## config.mk

```make
export PLATFORM = sky130hd
export DESIGN_NAME = mux_arbiter
export DESIGN_NICKNAME = d
export VERILOG_FILES = /design/src/rtl/mux_arb_pkg.sv /design/src/rtl/mux_arbiter_rr_pick.sv /design/src/rtl/mux_arbiter.sv
export SDC_FILE = /design/constraint.sdc
export NUM_CORES = 1
export LEC_CHECK = 0
export CAP_MARGIN = 10
export CELL_PAD_IN_SITES_DETAIL_PLACEMENT = 1
export CELL_PAD_IN_SITES_GLOBAL_PLACEMENT = 2
export CORE_MARGIN = 2
export CORE_UTILIZATION = 38
export CTS_CLUSTER_SIZE = 12
export DETAILED_ROUTE_END_ITERATION = 7
export PLACE_DENSITY = 0.9
export SLEW_MARGIN = 0
export SYNTH_ARGS = -nofsm -noshare
export SYNTH_HDL_FRONTEND = slang
export SYNTH_SLANG_ARGS = --single-unit
```

## constraint.sdc

```tcl
create_clock -name clk -period 5.2 [get_ports clk]
set_clock_uncertainty 0.2 [all_clocks]
set_input_delay 0.78 -clock clk [delete_from_list [all_inputs] [get_ports clk]]
set_output_delay 0.78 -clock clk [all_outputs]
set_load 0.05 [all_outputs]
```

## src/rtl/mux_arb_pkg.sv

```systemverilog
// rtl/mux_arb_pkg.sv - shared widths and FSM state type for the 8-way mux arbiter
package mux_arb_pkg;

    localparam int N_REQ = 8;
    localparam int SEL_W = 3;

    typedef enum logic [0:0] {
        ST_IDLE  = 1'b0,
        ST_GRANT = 1'b1
    } state_t;

endpackage

```

## src/rtl/mux_arbiter_rr_pick.sv

```systemverilog
// rtl/mux_arbiter_rr_pick.sv - combinational round-robin search from a start index
module rr_pick
    import mux_arb_pkg::*;
(
    input  logic [N_REQ-1:0] req,
    input  logic [SEL_W-1:0] start,
    output logic [SEL_W-1:0] idx,
    output logic             found
);

    logic [SEL_W-1:0] pos;

    // Positions are SEL_W bits wide, so start+i wraps past 7 back to 0 naturally.
    always_comb begin
        idx   = '0;
        found = 1'b0;
        pos   = '0;
        for (int i = 0; i < N_REQ; i++) begin
            pos = start + SEL_W'(i);
            if (!found && req[pos]) begin
                idx   = pos;
                found = 1'b1;
            end
        end
    end

endmodule

```

## src/rtl/mux_arbiter.sv

```systemverilog
// rtl/mux_arbiter.sv - round-robin grant FSM with hold limit driving an 8:1 mux select
module mux_arbiter
    import mux_arb_pkg::*;
#(
    parameter int HOLD_MAX = 16
) (
    input  logic       clk,
    input  logic       rst,
    input  logic       arb_en,
    input  logic [7:0] req,
    output logic [7:0] grant,
    output logic       grant_valid,
    output logic [2:0] MUX_sel
);

    localparam logic [7:0] HOLD_LIM = 8'(HOLD_MAX);

    state_t           state, state_nxt;
    logic [7:0]       hold_cnt, hold_nxt;
    logic [SEL_W-1:0] last_owner, last_nxt;
    logic [SEL_W-1:0] sel_nxt;
    logic [N_REQ-1:0] grant_nxt;
    logic [SEL_W-1:0] pick_start, pick_idx;
    logic             pick_found;

    assign pick_start = last_owner + 3'd1;

    rr_pick u_pick (
        .req   (req),
        .start (pick_start),
        .idx   (pick_idx),
        .found (pick_found)
    );

    // last_owner doubles as the current owner index while in GRANT.
    always_comb begin
        state_nxt = state;
        hold_nxt  = hold_cnt;
        last_nxt  = last_owner;
        sel_nxt   = MUX_sel;
        grant_nxt = grant;
        case (state)
            ST_IDLE: begin
                grant_nxt = '0;
                hold_nxt  = '0;
                if (arb_en && pick_found) begin
                    state_nxt = ST_GRANT;
                    grant_nxt = N_REQ'(1) << pick_idx;
                    sel_nxt   = pick_idx;
                    last_nxt  = pick_idx;
                    hold_nxt  = 8'd1;
                end
            end
            ST_GRANT: begin
                if (!req[last_owner] || hold_cnt == HOLD_LIM) begin
                    state_nxt = ST_IDLE;
                    grant_nxt = '0;
                    hold_nxt  = '0;
                end else begin
                    hold_nxt = hold_cnt + 8'd1;
                end
            end
        endcase
    end

    always_ff @(posedge clk) begin
        if (rst) begin
            state       <= ST_IDLE;
            hold_cnt    <= '0;
            last_owner  <= 3'd7;
            MUX_sel     <= '0;
            grant       <= '0;
            grant_valid <= 1'b0;
        end else begin
            state       <= state_nxt;
            hold_cnt    <= hold_nxt;
            last_owner  <= last_nxt;
            MUX_sel     <= sel_nxt;
            grant       <= grant_nxt;
            grant_valid <= |grant_nxt;
        end
    end

endmodule

```

==> flow_metrics.tcl <==
set metrics [dict create \
    status "completed" \
    yosys-top-cells-count "nor2_1, dfxtp_1, mux4_2, a21oi_1, mux2i_1" \
    final_hold_viol_count 0 \
    dp_hpwl_um 4100 \
    routed_wirelength_um 5250 \
    synth_area_leaders "dfxtp_1, mux4_2, nor2_1" \
    synth_cells 207 \
    r2r.worst_path.cells 9 \
    synth_cell_type_count 59 \
    layout-drive-gt1-share_pct 14.5 \
    std_cell_rows 26 \
    critPathKind "reg -> reg" \
    cts_tree "built" \
    grt_pass1_vias 1739 \
    syn2layout_area_growth_pct 16.5 \
    grt_busiest_layer "met2" \
    yosys_warnings 0 \
    grt_max_degree 20 \
    grt_use_total_pct 19.7 \
    fin_area_sq_um 2280 \
    clkSinkCount 24 \
    gp_congestion 0.862 \
    cts-resized-gates 0 \
    cts-hold-fix-buffers 0 \
    rrSetupSlack_ps 1130 \
    cts-root-buf "clkbuf_8" \
    cp_top_family "multiplexers" \
    post-route-period-util_pct 78.2 \
    preCtsSetupSlack_ps 1100 \
    drv_slew 0 \
    ys_seq_elements 24 \
    crit_chain "clkinv_1 > ha_1 > inv_4 > mux4_2 > mux4_2 > o41ai_1 > a41oi_2 > and3_4 > a32o_1" \
    critPathCaptureType "flip-flop" \
    avgSynthCellArea_sq_um 9.44 \
    critPathMaxFanout 14 \
    synth_compound_area_share_pct 20.9 \
    avgViaCountPerCell 5.92 \
    fillCellCount 580 \
    critPathMaxStageDelay_ps 800 \
    path_buf_inv 2 \
    max_slew_margin_pct 56.0 \
    synth.cell_area_sq_um 1950 \
    vias 1758 \
    whs_path_depth 2 \
    clock_path_buffers 2 \
    htreeDepth 1 \
    regToRegEndpoint "grant[4]$_SDFF_PP0_" \
    seq_area_frac_synth_pct 24.6 \
    final.setup.worst_slack_ps 1130 \
    synth_nets 222 \
    arrival_ps 4030 \
    synth.area.mux_share_pct 23.2 \
    insertion_delay_ps 260 \
    drc_errors 0 \
    setup_tns_ps 0 \
    yosysMostFrequentCell "nor2_1" \
    grtUsageMet1_pct 28.0 \
    drtAntennaViolNets 0 \
    drv_cap 0 \
    startpoint_type "flip-flop" \
    grt_pass1_wl_um 8650 \
    startpoint "last_owner[0]$_SDFFE_PP1P_" \
    portBuffers 22 \
    nets 244 \
    ios 23 \
    slowest_stage "ha_1" \
    die_w_um 75.7 \
    synth_simple_gate_area_share_pct 18.1 \
    fmax_ghz 0.246 \
    die_area_sq_um 5730 \
    core_area_sq_um 5040 \
    finalSetupViolCount 0 \
    synth_enable_flop_cells 0 \
    reg2reg_from "last_owner[0]$_SDFFE_PP1P_" \
    placed_area_sq_um 2230 \
    dr.pass1.iters 4 \
    synth_area_leader_cell "dfxtp_1" \
    min_to "MUX_sel[2]$_SDFFE_PP0P_" \
    grt_overflow 0 \
    tightest_slew_ps 661 \
    hold_path_startpoint "MUX_sel[2]$_SDFFE_PP0P_" \
    fin_crit_ps 4070 \
    hold_path.class "reg -> reg" \
    drt_iter0_drc 68 \
    wl_per_cell_um 17.7 \
    die_y_um 75.7 \
    cts_setup_buffers 0 \
    synth_top_area_share_pct 24.6 \
    synthArstFlopShare_pct 0 \
    clk_pin_slew_worst_paths_ps 80 \
    antenna_found_initial 0 \
    rsz0062_at_grt "false" \
    antenna_cells 0 \
    ys.flop_type "dfxtp_1" \
    cp.required_ps 5160 \
    synth_top_family_by_area "multiplexers" \
    synth-adder-area-share_pct 2.56 \
    synth_xor_area_share_pct 6.28 \
    grtUsageMet3_pct 2.91 \
    start_util_pct 38.7 \
    cts_buffers 3 \
    crit_path_frequent_cell "mux4_2" \
    met2_usage_pct 32.1 \
]
[worst reg2reg max path, cell delays in order, from the launching register on]
cell and delay (ps):
dfxtp_1 340, clkinv_1 220, ha_1 810, inv_4 130
mux4_2 540, mux4_2 510, o41ai_1 500, a41oi_2 240
and3_4 240, a32o_1 250
[stage by stage]
step           utilization (%)  instances  hold slack [ps]
2_1_floorplan                -        207              280
3_3_place_gp              44.3        294              256
3_5_place_dp              44.3        294              264
4_1_cts                   45.1        297              276
5_1_grt                   45.1        297              307
6_report                  45.1        297              268
[sequential cells by signal (all words and copies together) (netlist names)]
register / count
hold_cnt: 8
last_owner: 3
grant: 8
grant_valid: 1
state: 1
MUX_sel: 3
[kinds of logic (layout without fill, tap and decap cells)]
kind of cell | after synthesis | count (layout)
AOI/OAI and AO/OA | 50 | 50
DFF | 24 | 24
and+or+nand+nor | 74 | 74
muxes | 28 | 28
xor gates and xnor gates | 10 | 10
buffers and inverters | 17 | 37
adders and majority gates | 4 | 4
[per-layer routing]
layer	up-vias	routed length (um)
li1	840	-
met1	876	2480
met2	36	2510
met3	6	179
met4	0	69
met5	-	0
[worst max path at each step]
stage               cells past startpoint                  end  slack (ps)
finish                                  9  grant[4]$_SDFF_PP0_        1130
global placement                        8  grant[4]$_SDFF_PP0_        1180
detailed placement                      9  grant[7]$_SDFF_PP0_        1100
floorplan                              11  grant[4]$_SDFF_PP0_        1730
CTS                                     9  grant[7]$_SDFF_PP0_        1090
global route                           10  grant[1]$_SDFF_PP0_         960
[placed cells by master, fill, tap and decap left out, types with 4 or more instances in the layout]
master	instances
a21oi_1	10
a32o_1	8
clkdlybuf4s50_1	22
dfxtp_1	24
ha_1	4
inv_1	7
mux2_2	4
mux2i_1	10
mux4_2	13
nand2_1	8
nand3_1	6
nor2_1	34
nor3_1	6
o21bai_1	5
xor2_1	6
[layout make-up]
class,instances,area [sq um],area share (%)
clock buffers,3,41.3,1.81
well taps,70,87.6,3.85
repair buffers,25,243,10.7
multi-input cells,166,1390,61.0
flip-flops and latches,24,480,21.1
inverters,9,36.3,1.59
Power is not shown: default switching activity piles up to over one toggle a cycle in this logic, so the estimate is an artifact.
